==> config.mk <==
export PLATFORM = sky130hd
export DESIGN_NAME = muldiv_unit_flat
export DESIGN_NICKNAME = d
export VERILOG_FILES = /design/src/rtl/muldiv_unit_if.sv /design/src/rtl/muldiv_unit.sv /design/src/flat_wrapper.sv
export SDC_FILE = /design/constraint.sdc
export NUM_CORES = 1
export LEC_CHECK = 0
export CORE_UTILIZATION = 61
export CTS_CLUSTER_DIAMETER = 100
export DETAILED_ROUTE_END_ITERATION = 8
export GPL_ROUTABILITY_DRIVEN = 0
export PLACE_DENSITY = 0.94
export SYNTH_ARGS = -nofsm -noshare
export SYNTH_HDL_FRONTEND = slang
export SYNTH_SLANG_ARGS = --single-unit
==> constraint.sdc <==
create_clock -name iCLK -period 5.1 [get_ports iCLK]
set_clock_uncertainty 0.2 [all_clocks]
set_input_delay 1.53 -clock iCLK [delete_from_list [all_inputs] [get_ports iCLK]]
set_output_delay 1.53 -clock iCLK [all_outputs]
set_load 0.005 [all_outputs]
==> src/rtl/muldiv_unit_if.sv <==
// Handshake bundle between the EX stage and the multiply/divide unit.
// Signals: iStart/iFunct3/iA/iB/iFlush in, oBusy/oValid/oResult out.
interface muldiv_unit_if #(
    parameter int WIDTH = 32
);
    logic             iStart;
    logic [2:0]       iFunct3;
    logic [WIDTH-1:0] iA;
    logic [WIDTH-1:0] iB;
    logic             iFlush;
    logic             oBusy;
    logic             oValid;
    logic [WIDTH-1:0] oResult;

    modport master (
        output iStart, iFunct3, iA, iB, iFlush,
        input  oBusy, oValid, oResult
    );

    modport slave (
        input  iStart, iFunct3, iA, iB, iFlush,
        output oBusy, oValid, oResult
    );
endinterface

==> src/rtl/muldiv_unit.sv <==
// Iterative RV32M multiply/divide unit: radix-2 shift-add multiply and
// restoring divide on magnitudes, sign fix-up in DONE.
// Ports: iCLK, iRST (async active-low), bus (muldiv_unit_if.slave).
module muldiv_unit #(
    parameter int WIDTH = 32
) (
    input  logic         iCLK,
    input  logic         iRST,
    muldiv_unit_if.slave bus
);
    localparam int CW = $clog2(WIDTH + 1);
    localparam logic [WIDTH-1:0] MIN_NEG =
        {1'b1, {(WIDTH-1){1'b0}}};

    typedef enum logic [1:0] {
        S_IDLE,
        S_CALC,
        S_DONE
    } state_t;

    state_t r_state;
    state_t w_next;

    logic [CW-1:0]    r_cnt;
    logic [2:0]       r_funct3;
    logic [WIDTH:0]   r_hi;
    logic [WIDTH-1:0] r_lo;
    logic [WIDTH-1:0] r_b;
    logic             r_negq;
    logic             r_negr;
    logic [WIDTH-1:0] r_result;

    logic             w_sgn_a;
    logic             w_sgn_b;
    logic             w_neg_a;
    logic             w_neg_b;
    logic [WIDTH-1:0] w_mag_a;
    logic [WIDTH-1:0] w_mag_b;
    logic             w_div0;
    logic             w_ovf;
    logic             w_special;
    logic             w_accept;
    logic             w_valid;

    logic [WIDTH:0]     w_mul_sum;
    logic [WIDTH:0]     w_div_sh;
    logic [WIDTH:0]     w_div_tr;
    logic [2*WIDTH-1:0] w_prod;
    logic [2*WIDTH-1:0] w_prod_s;
    logic [WIDTH-1:0]   w_quo_s;
    logic [WIDTH-1:0]   w_rem_s;
    logic [WIDTH-1:0]   w_fix;

    // Operand signedness by funct3
    always_comb begin
        w_sgn_a = 1'b1;
        w_sgn_b = 1'b1;
        case (bus.iFunct3)
            3'b010: w_sgn_b = 1'b0;
            3'b011, 3'b101, 3'b111: begin
                w_sgn_a = 1'b0;
                w_sgn_b = 1'b0;
            end
            default: ;
        endcase
    end

    assign w_neg_a = w_sgn_a & bus.iA[WIDTH-1];
    assign w_neg_b = w_sgn_b & bus.iB[WIDTH-1];
    assign w_mag_a = w_neg_a ? -bus.iA : bus.iA;
    assign w_mag_b = w_neg_b ? -bus.iB : bus.iB;

    assign w_div0 = bus.iFunct3[2] & (bus.iB == '0);
    assign w_ovf  = bus.iFunct3[2] & w_sgn_a
                  & (bus.iA == MIN_NEG)
                  & (bus.iB == '1);
    assign w_special = w_div0 | w_ovf;

    assign w_accept = (r_state == S_IDLE)
                    & bus.iStart & ~bus.iFlush;

    // Multiply: {hi,lo} shifts right, lo starts as multiplier
    assign w_mul_sum = r_lo[0] ? (r_hi + {1'b0, r_b}) : r_hi;

    // Divide: {rem,quo} shifts left, trial subtract decides bit
    assign w_div_sh = {r_hi[WIDTH-1:0], r_lo[WIDTH-1]};
    assign w_div_tr = w_div_sh - {1'b0, r_b};

    assign w_prod   = {r_hi[WIDTH-1:0], r_lo};
    assign w_prod_s = r_negq ? -w_prod : w_prod;
    assign w_quo_s  = r_negq ? -r_lo : r_lo;
    assign w_rem_s  = r_negr ? -r_hi[WIDTH-1:0]
                             : r_hi[WIDTH-1:0];

    always_comb begin
        w_fix = w_rem_s;
        case (r_funct3)
            3'b000:
                w_fix = w_prod_s[WIDTH-1:0];
            3'b001, 3'b010, 3'b011:
                w_fix = w_prod_s[2*WIDTH-1:WIDTH];
            3'b100, 3'b101:
                w_fix = w_quo_s;
            default: ;
        endcase
    end

    always_ff @(posedge iCLK or negedge iRST) begin
        if (!iRST) begin
            r_state <= S_IDLE;
        end else begin
            r_state <= w_next;
        end
    end

    always_comb begin
        w_next = r_state;
        unique case (r_state)
            S_IDLE: begin
                if (w_accept) begin
                    w_next = w_special ? S_DONE : S_CALC;
                end
            end
            S_CALC: begin
                if (bus.iFlush) begin
                    w_next = S_IDLE;
                end else if (r_cnt == CW'(1)) begin
                    w_next = S_DONE;
                end
            end
            S_DONE:  w_next = S_IDLE;
            default: w_next = S_IDLE;
        endcase
    end

    // A flush in DONE suppresses the pulse and the result update
    assign w_valid     = (r_state == S_DONE) & ~bus.iFlush;
    assign bus.oBusy   = (r_state != S_IDLE);
    assign bus.oValid  = w_valid;
    assign bus.oResult = w_valid ? w_fix : r_result;

    always_ff @(posedge iCLK or negedge iRST) begin
        if (!iRST) begin
            r_cnt    <= '0;
            r_funct3 <= '0;
            r_hi     <= '0;
            r_lo     <= '0;
            r_b      <= '0;
            r_negq   <= 1'b0;
            r_negr   <= 1'b0;
            r_result <= '0;
        end else begin
            if (w_accept) begin
                r_funct3 <= bus.iFunct3;
                r_b      <= w_mag_b;
                r_cnt    <= CW'(WIDTH);
                r_negq   <= w_neg_a ^ w_neg_b;
                r_negr   <= w_neg_a;
                r_hi     <= '0;
                r_lo     <= w_mag_a;
                // Special results are preloaded unsigned
                if (w_div0) begin
                    r_hi   <= {1'b0, bus.iA};
                    r_lo   <= '1;
                    r_negq <= 1'b0;
                    r_negr <= 1'b0;
                end else if (w_ovf) begin
                    r_lo   <= MIN_NEG;
                    r_negq <= 1'b0;
                    r_negr <= 1'b0;
                end
            end else if (r_state == S_CALC) begin
                r_cnt <= r_cnt - CW'(1);
                if (r_funct3[2]) begin
                    if (!w_div_tr[WIDTH]) begin
                        r_hi <= w_div_tr;
                        r_lo <= {r_lo[WIDTH-2:0], 1'b1};
                    end else begin
                        r_hi <= w_div_sh;
                        r_lo <= {r_lo[WIDTH-2:0], 1'b0};
                    end
                end else begin
                    r_hi <= {1'b0, w_mul_sum[WIDTH:1]};
                    r_lo <= {w_mul_sum[0], r_lo[WIDTH-1:1]};
                end
            end
            if (w_valid) begin
                r_result <= w_fix;
            end
        end
    end
endmodule

==> src/flat_wrapper.sv <==
// flat-port wrapper written by rule: the top's interface ports become plain ports
module muldiv_unit_flat 
#(
    parameter int WIDTH = 32
)
  (iCLK, iRST, bus_iStart, bus_iFunct3, bus_iA, bus_iB, bus_iFlush, bus_oBusy, bus_oValid, bus_oResult);
  muldiv_unit_if #(.WIDTH(WIDTH)) bus_i ();
  input  logic iCLK;
  input  logic iRST;
  input wire logic [$bits(bus_i.iStart)-1:0] bus_iStart;
  input wire logic [$bits(bus_i.iFunct3)-1:0] bus_iFunct3;
  input wire logic [$bits(bus_i.iA)-1:0] bus_iA;
  input wire logic [$bits(bus_i.iB)-1:0] bus_iB;
  input wire logic [$bits(bus_i.iFlush)-1:0] bus_iFlush;
  output wire logic [$bits(bus_i.oBusy)-1:0] bus_oBusy;
  output wire logic [$bits(bus_i.oValid)-1:0] bus_oValid;
  output wire logic [$bits(bus_i.oResult)-1:0] bus_oResult;
  assign bus_i.iStart = bus_iStart;
  assign bus_i.iFunct3 = bus_iFunct3;
  assign bus_i.iA = bus_iA;
  assign bus_i.iB = bus_iB;
  assign bus_i.iFlush = bus_iFlush;
  assign bus_oBusy = bus_i.oBusy;
  assign bus_oValid = bus_i.oValid;
  assign bus_oResult = bus_i.oResult;
  muldiv_unit #(.WIDTH(WIDTH)) u_core (.iCLK(iCLK), .iRST(iRST), .bus(bus_i));
endmodule
==> results.toml, run 1 <==
[global_route]
grt_remaining_overflow = 23
grt_max_degree = 73
grt_use_total = 0.648
grt_first_pass_wirelength_mm = 116
grt_pass1_vias = 19695

[synthesis]
async_reset_ff_frac = 1.00
netlist.area_leader.share = 0.249
yosysTopAreaCell = "dfrtp_1"
syn_area_per_cell_um2 = 7.51
synthCells = 1902
ys_seq_area_frac = 0.249
synth_warnings = 0
ys_types = 81
ys_ff_latch = 142
synth-main-ff-cell = "dfrtp_1"
ys_top_cells_by_area = "dfrtp_1 25%, o21ai_0 7.9%, ha_1 6.4%, xor2_1 6.3%, nand2_1 6.0%"
synth_nets = 2048
synth_edf_count = 0
syn_area_um2 = 14300

[floorplanning]
fp.dieW_um = 155
initial_core_util = 0.627
ios = 105
rows = 55
die_h_um = 155

[status]
status = "aborted with a tool error"
error = "[ERROR GRT-0116] Global routing finished with congestion. Check the congestion regions in the DRC Viewer."
haltStage = "global routing (5_1_grt)"

[clock_tree]
htree_levels = 4
cts_num_sinks = 142
numCtsBuffers = 17
clockBufferDepth = 2
clock-root-buffer = "clkbuf_16"

[placement]
place.port_buffers = 104
place_hpwl_mm = 37.4
pre_cts_slack_ns = -0.168
-- Yosys cell counts (6+ instances only) --
library cell  instances
o31ai_1              30
xor2_1              103
xnor2_1              88
ha_1                 73
o21ai_0             225
inv_1                67
or3_1                22
a21o_1               25
and3_1               12
o221ai_1              6
nor3_1               29
a21boi_0              8
o21a_1               10
and2_1               10
a31oi_1              23
nand3_1              43
a22o_1               11
o21ai_1               6
clkbuf_1            126
nor2b_1              10
o211ai_1             10
mux2i_1              46
o41ai_1              12
nand3b_1             10
nor2_1              130
or4_1                11
nand4_1              24
nand2b_1             16
nand2_1             228
dfrtp_1             142
a21oi_1             160
a211oi_1             40
a211o_1               7
buf_1                 9
o22ai_1              18
nor4_1               17
or2_2                 6
-- metrics by stage --
step,cells,utilization,cell area (µm²)
floorplan,1902,-,14300
global placement,2319,0.714,16300
CTS,2434,0.780,17800
detailed placement,2319,0.714,16300
-- routing by layer --
layer | global-route usage | overflow
met1 | 0.666 | 1
met2 | 0.799 | 8
met3 | 0.510 | 0
met4 | 0.579 | 14
met5 | 0.315 | 0
-- cells by family after synthesis --
family / after synthesis / synth area share
and+or+nand+nor: 593 / 0.200
adders and majority gates: 75 / 0.0668
buffers and inverters: 207 / 0.0551
AOI/OAI and AO/OA: 643 / 0.276
muxes: 51 / 0.0362
DFF: 142 / 0.249
xor gates and xnor gates: 191 / 0.117
-- what timing repair did --
action,4_1_cts
gates resized for setup,252
hold buffers,0
endpoints found under the setup margin,37
setup buffers,85
pin swaps,82
gates cloned,1
==> inputs of run 2 (changes only) <==
Settings changed: CORE_UTILIZATION 61 to 40, CTS_CLUSTER_DIAMETER 100 to not set, PLACE_DENSITY 0.94 to not set, PLACE_DENSITY_LB_ADDON set to 0.15.
==> results.toml, run 2 <==
[status]
status = "finished, violations left"
violations = "setup timing"

[worst_setup_path]
crit_slowest_cell = "or4_4"
crit_family = "simple AND/OR/NAND/NOR gates"
crit_top_cell = "buf_4"
cp.buffers_inverters = 4
crit_type = "register to primary output"
cp-start-kind = "register"
critPathMaxStageDelay_ns = 0.46
crit_arrival_ns = 3.63
endpoint_kind = "primary output"
crit_chain = "or3_4 -> nor4b_4 -> buf_4 -> nand4_1 -> nand2b_4 -> or4_4 -> buf_6 -> o21ai_4 -> xnor2_1 -> a222oi_1 -> buf_4 -> o21ai_2 -> buf_2"
crit_required_ns = 3.37
path_max_fanout = 3

[placement]
place.port_buffers = 104
dpl_cell_area_um2 = 16900
place_hpwl_mm = 42.4

[power_and_ir_drop]
ir_worst_vdd_v = 0.000462
p_sw_mw = 5.51
p_sw_frac = 0.495
p_leak_nw = 7.98
internal_power_mw = 5.63
powerDensity_nw_per_um2 = 602
seq_power_share = 0.169
combPwrFrac = 0.702
power.total_mw = 11.1
clockPowerShare = 0.130

[synthesis]
synthCells = 1902
synth_commonest_cells = "228 x nand2_1, 225 x o21ai_0, 160 x a21oi_1, 142 x dfrtp_1, 130 x nor2_1"
synth_edf_count = 0
async_reset_ff_frac = 1.00
syn_area_um2 = 14300
ys_types = 81
yosysMostFrequentCell = "nand2_1"
synth_warnings = 0
ys_top_cells_by_area = "dfrtp_1 25%, o21ai_0 7.9%, ha_1 6.4%, xor2_1 6.3%, nand2_1 6.0%"
synth_nets = 2048
yosysTopAreaCell = "dfrtp_1"
syn_area_per_cell_um2 = 7.51
synth-main-ff-cell = "dfrtp_1"
netlist.area_leader.share = 0.249
ys_seq_area_frac = 0.249
ys_ff_latch = 142

[clock_tree]
clk_pin_slew_ns = 0.06
htree_levels = 4
cts_tree = "yes"
cts_num_sinks = 142
insertion_delay_ns = 0.46
clock-root-buffer = "clkbuf_16"
numCtsBuffers = 17
clockBufferDepth = 2

[job]
drv_cap = 0

[drt]
wirelength_mm = 56.0
dr_total_vias = 15914
dr.pass1.iters = 6
drtAntennaViolNets = 0
wl_per_cell_um = 21.4
drt_iter0_markers = 1511
drc = 0
viasPerCell = 6.07

[cells_and_area]
largest_reg_flops = 33
mostFrequentLayoutCell = "buf_4"
n_fill_cell = 3322
layout-drive-gt1-share = 0.204
syn_to_final_growth_pct = 29.7
top_register = "u_core.r_hi"
layout_common_cells = "253 x buf_4, 221 x nand2_1, 170 x o21ai_0, 152 x a21oi_1, 140 x dfrtp_1"
antennaDiodeCount = 0
fin_nets = 2298
fin_area_um2 = 18500

[sta]
finalHoldViolations = 0
fmax_ghz = 0.187
worst_slew_pin_slew_ns = 1.10
final-setup-viol-count = 9
max_slew_margin = 0.263
rsz0062_at_grt = "true"
slew_violations = 0
fin_crit_ns = 5.36
period_share = 1.05
finalWorstSetupSlack_ns = -0.262

[floorplanning]
fp.dieW_um = 191
rows = 68
core_um2 = 34800
dieArea_um2 = 36500
die_h_um = 191
ios = 105
initial_core_util = 0.410

[global_route]
grt_max_degree = 69
grt_antenna_before_repair = 0
grt_first_pass_wirelength_mm = 86.5
grt_use_total = 0.310
grt_remaining_overflow = 0
grt_pass1_vias = 15039

[min_path]
min_path_type = "register to register"
run 2: final cells by class:
type | instances | area (µm²) | share of cell area
clock inverters | 13 | 210 | 0.0114
repair buffers | 370 | 3000 | 0.162
multi-input cells | 1553 | 10500 | 0.566
well taps | 455 | 569 | 0.0308
inverters | 68 | 255 | 0.0138
clock buffers | 19 | 453 | 0.0245
flip-flops and latches | 142 | 3560 | 0.192
run 2: final timing paths:
path,from,endpoint,slack (ns),cells past startpoint
hold reg to reg,u_core.r_result[30],u_core.r_result[30],0.27,2
hold / removal,u_core.r_result[30],u_core.r_result[30],0.27,2
setup reg to reg,u_core.r_lo[8],u_core.r_result[27],0.20,25
setup / recovery,u_core.r_lo[8],bus_oResult[30],-0.26,13
min in group asynchronous,iRST,u_core.r_hi[5],0.88,1
max in group asynchronous,iRST,u_core.r_negq,2.98,2
run 2: cell families after synthesis:
| kind of cell | share of synthesized area |
|---|---|
| AO/OA/AOI/OAI | 0.276 |
| adder cells (fa/ha/maj) | 0.0668 |
| flip-flops | 0.249 |
| XOR/XNOR | 0.117 |
| multiplexers | 0.0362 |
| buffers and inverters | 0.0551 |
| AND/OR/NAND/NOR | 0.200 |
run 2: per-layer routing:
layer	vias to the layer above	GRT usage	wire length, µm
li1	7385	-	-
met1	7627	0.424	24500
met2	755	0.476	24400
met3	147	0.0665	5050
met4	0	0.117	2070
met5	-	0	0
run 2: power groups by stage:
stage	logic, mW	registers [mW]	clock network, mW
floorplan	4.75	1.81	0
global placement	7.20	1.85	0
detailed placement	7.27	1.86	0
CTS	7.51	1.86	1.46
global route	8.50	1.92	1.51
finish	7.82	1.88	1.45
run 2: timing repair:
item	CTS	global route
gates resized for setup	181	96
hold endpoints to repair	0	0
endpoints found under the setup margin	43	56
pin swaps	64	62
buffers inserted	51	16
hold buffers	0	0
run 2: through the flow:
| step | instances | util | hold WS (ns) | TNS (ns) | setup WS (ns) |
|---|---|---|---|---|---|
| final | 2620 | 0.532 | 0.270 | -0.954 | -0.262 |
| after global routing | 2620 | 0.532 | 0.293 | -4.69 | -0.442 |
| after CTS | 2610 | 0.523 | 0.275 | -1.59 | -0.244 |
| after detailed placement | 2530 | 0.487 | 0.257 | -1.02 | -0.112 |
| after global placement | 2530 | 0.487 | 0.259 | -0.282 | -0.0526 |
| after floorplan | 1902 | - | 0.255 | 0 | 0.347 |
run 2: tightest hold or removal path, delay by kind of cell, from the launching register on:
family	cells	cell delay [ns]
AOI/OAI and AO/OA	1	0.05
DFF	1	0.32
and+or+nand+nor	1	0.06
Note: power is estimated with default switching activity, not from simulation.
==> inputs of run 3 (changes only) <==
Settings changed: CORE_UTILIZATION 40 to 30.
==> results.toml, run 3 (same netlist as run 2, synthesis figures left out) <==
[worst_setup_path]
crit_chain = "or3_4 -> nor4b_4 -> nand4_1 -> nand2b_4 -> or4_4 -> buf_6 -> o21ai_4 -> xor2_1 -> a222oi_1 -> mux2_4 -> buf_6"
crit_required_ns = 3.37
cp-start-kind = "register"
critPathMaxStageDelay_ns = 0.60
crit_top_cell = "buf_6"
endpoint_kind = "primary output"
crit_arrival_ns = 3.54
crit_type = "register to primary output"
path_max_fanout = 5
crit_slowest_cell = "or4_4"

[job]
drv_cap = 0

[status]
status = "finished, violations left"
violations = "DRC, setup timing"

[cells_and_area]
layout_common_cells = "285 x buf_4, 219 x nand2_1, 172 x o21ai_0, 148 x a21oi_1, 140 x dfrtp_1"
fin_nets = 2356
top_register = "u_core.r_hi"
layoutNonFillerInstCount = 2830
layout-drive-gt1-share = 0.232
syn_to_final_growth_pct = 34.8
n_fill_cell = 4794
antennaDiodeCount = 0
largest_reg_flops = 33
fin_area_um2 = 19200
mostFrequentLayoutCell = "buf_4"

[clock_tree]
htree_levels = 4
clk_pin_slew_ns = 0.06
cts_num_sinks = 142
clockBufferDepth = 2
clock-root-buffer = "clkbuf_16"
cts_tree = "yes"
cts_hold_buffers = 0
insertion_delay_ns = 0.50
numCtsBuffers = 17

[power_and_ir_drop]
p_leak_nw = 8.24
powerDensity_nw_per_um2 = 590
ir_worst_vdd_v = 0.000336

[sta]
finalWorstSetupSlack_ns = -0.174
slew_violations = 0
max_slew_margin = 0.294
finalHoldViolations = 0
fin_crit_ns = 5.27
final-setup-viol-count = 15
worst_slew_pin_slew_ns = 1.06
rsz0062_at_grt = "true"
period_share = 1.03
fin_worst_hold_slack_ns = 0.264
fmax_ghz = 0.190

[min_path]
min_path_type = "register to register"

[placement]
pre_cts_slack_ns = -0.189
placed_cells = 2698
place_hpwl_mm = 46.0
place.port_buffers = 104
dpl_cell_area_um2 = 17300

[floorplanning]
core_um2 = 46800
rows = 79
fp.dieW_um = 220
die_h_um = 220
dieArea_um2 = 48500
initial_core_util = 0.305
ios = 105

[global_route]
grt_antenna_before_repair = 1
grt_first_pass_wirelength_mm = 91.0
grt_remaining_overflow = 0
grt_max_degree = 86
grt_pass1_vias = 15283
grt_use_total = 0.251

[drt]
drtAntennaViolNets = 0
drt_iter0_markers = 1339
dr_total_vias = 15677
dr.pass1.iters = 8
wl_per_cell_um = 21.3
drc = 10
viasPerCell = 5.54
wirelength_mm = 60.3
[run 3: cell count changes in the layout (fill, tap and decap cells not counted), moves of 4 or more]
cell	delta
a21oi_1	-4
buf_4	+32
o21ai_1	-5
buf_6	+29
a21oi_2	+5
[run 3: power by group]
group	internal [mW]	switching (mW)	leakage, nW	total [mW]
clock network	0.760	0.570	0.279	1.33
logic	3.40	4.73	6.18	8.13
registers	1.50	0.399	1.79	1.89
total	5.66	5.70	8.24	11.4
[run 3: final timing paths]
kind | start | end | slack [ns] | cells past startpoint
worst min register to register | u_core.r_result[28] | u_core.r_result[28] | 0.26 | 2
worst max-delay path | u_core.r_lo[9] | bus_oResult[20] | -0.17 | 11
min in group asynchronous | iRST | u_core.r_b[1] | 0.88 | 1
max in group asynchronous | iRST | u_core.r_result[28] | 2.82 | 2
worst max register to register | u_core.r_lo[9] | u_core.r_result[3] | -0.03 | 31
worst min-delay path | u_core.r_result[28] | u_core.r_result[28] | 0.26 | 2
[run 3: area by class of cell]
type / instances / area, µm² / share of cell area
multi-input combinational: 1553 / 10600 / 0.549
sequential: 142 / 3560 / 0.185
timing repair buffer: 428 / 3510 / 0.183
tap: 607 / 759 / 0.0395
clock buffer: 21 / 470 / 0.0244
inverter: 68 / 255 / 0.0133
clock inverter: 11 / 133 / 0.00689
[run 3: metal layers]
layer	track usage	up-vias	wire length, µm
li1	-	7517	-
met1	0.325	7562	26500
met2	0.402	489	27700
met3	0.0489	109	3800
met4	0.111	0	2260
met5	0	-	0
[run 3: through the flow]
stage / utilization / power (mW) / setup TNS (ns)
after floorplan: - / 6.56 / 0
after global placement: 0.369 / 9.34 / -1.59
after detailed placement: 0.369 / 9.39 / -3.67
after CTS: 0.403 / 11.1 / -3.64
after global routing: 0.412 / 12.2 / -5.22
final: 0.412 / 11.4 / -1.09
[run 3: worst max-delay path: cells and delay by family (launching register included)]
kind | cells | cell delay [ns]
xor+xnor | 1 | 0.08
flops | 1 | 0.38
compound gates | 2 | 0.41
simple gates | 5 | 1.70
buf+inv | 2 | 0.25
mux | 1 | 0.23
[run 3: repair_timing]
item | CTS | global route
resized for setup | 231 | 96
pin swaps | 93 | 89
setup endpoints to repair | 54 | 62
buffers inserted | 84 | 21
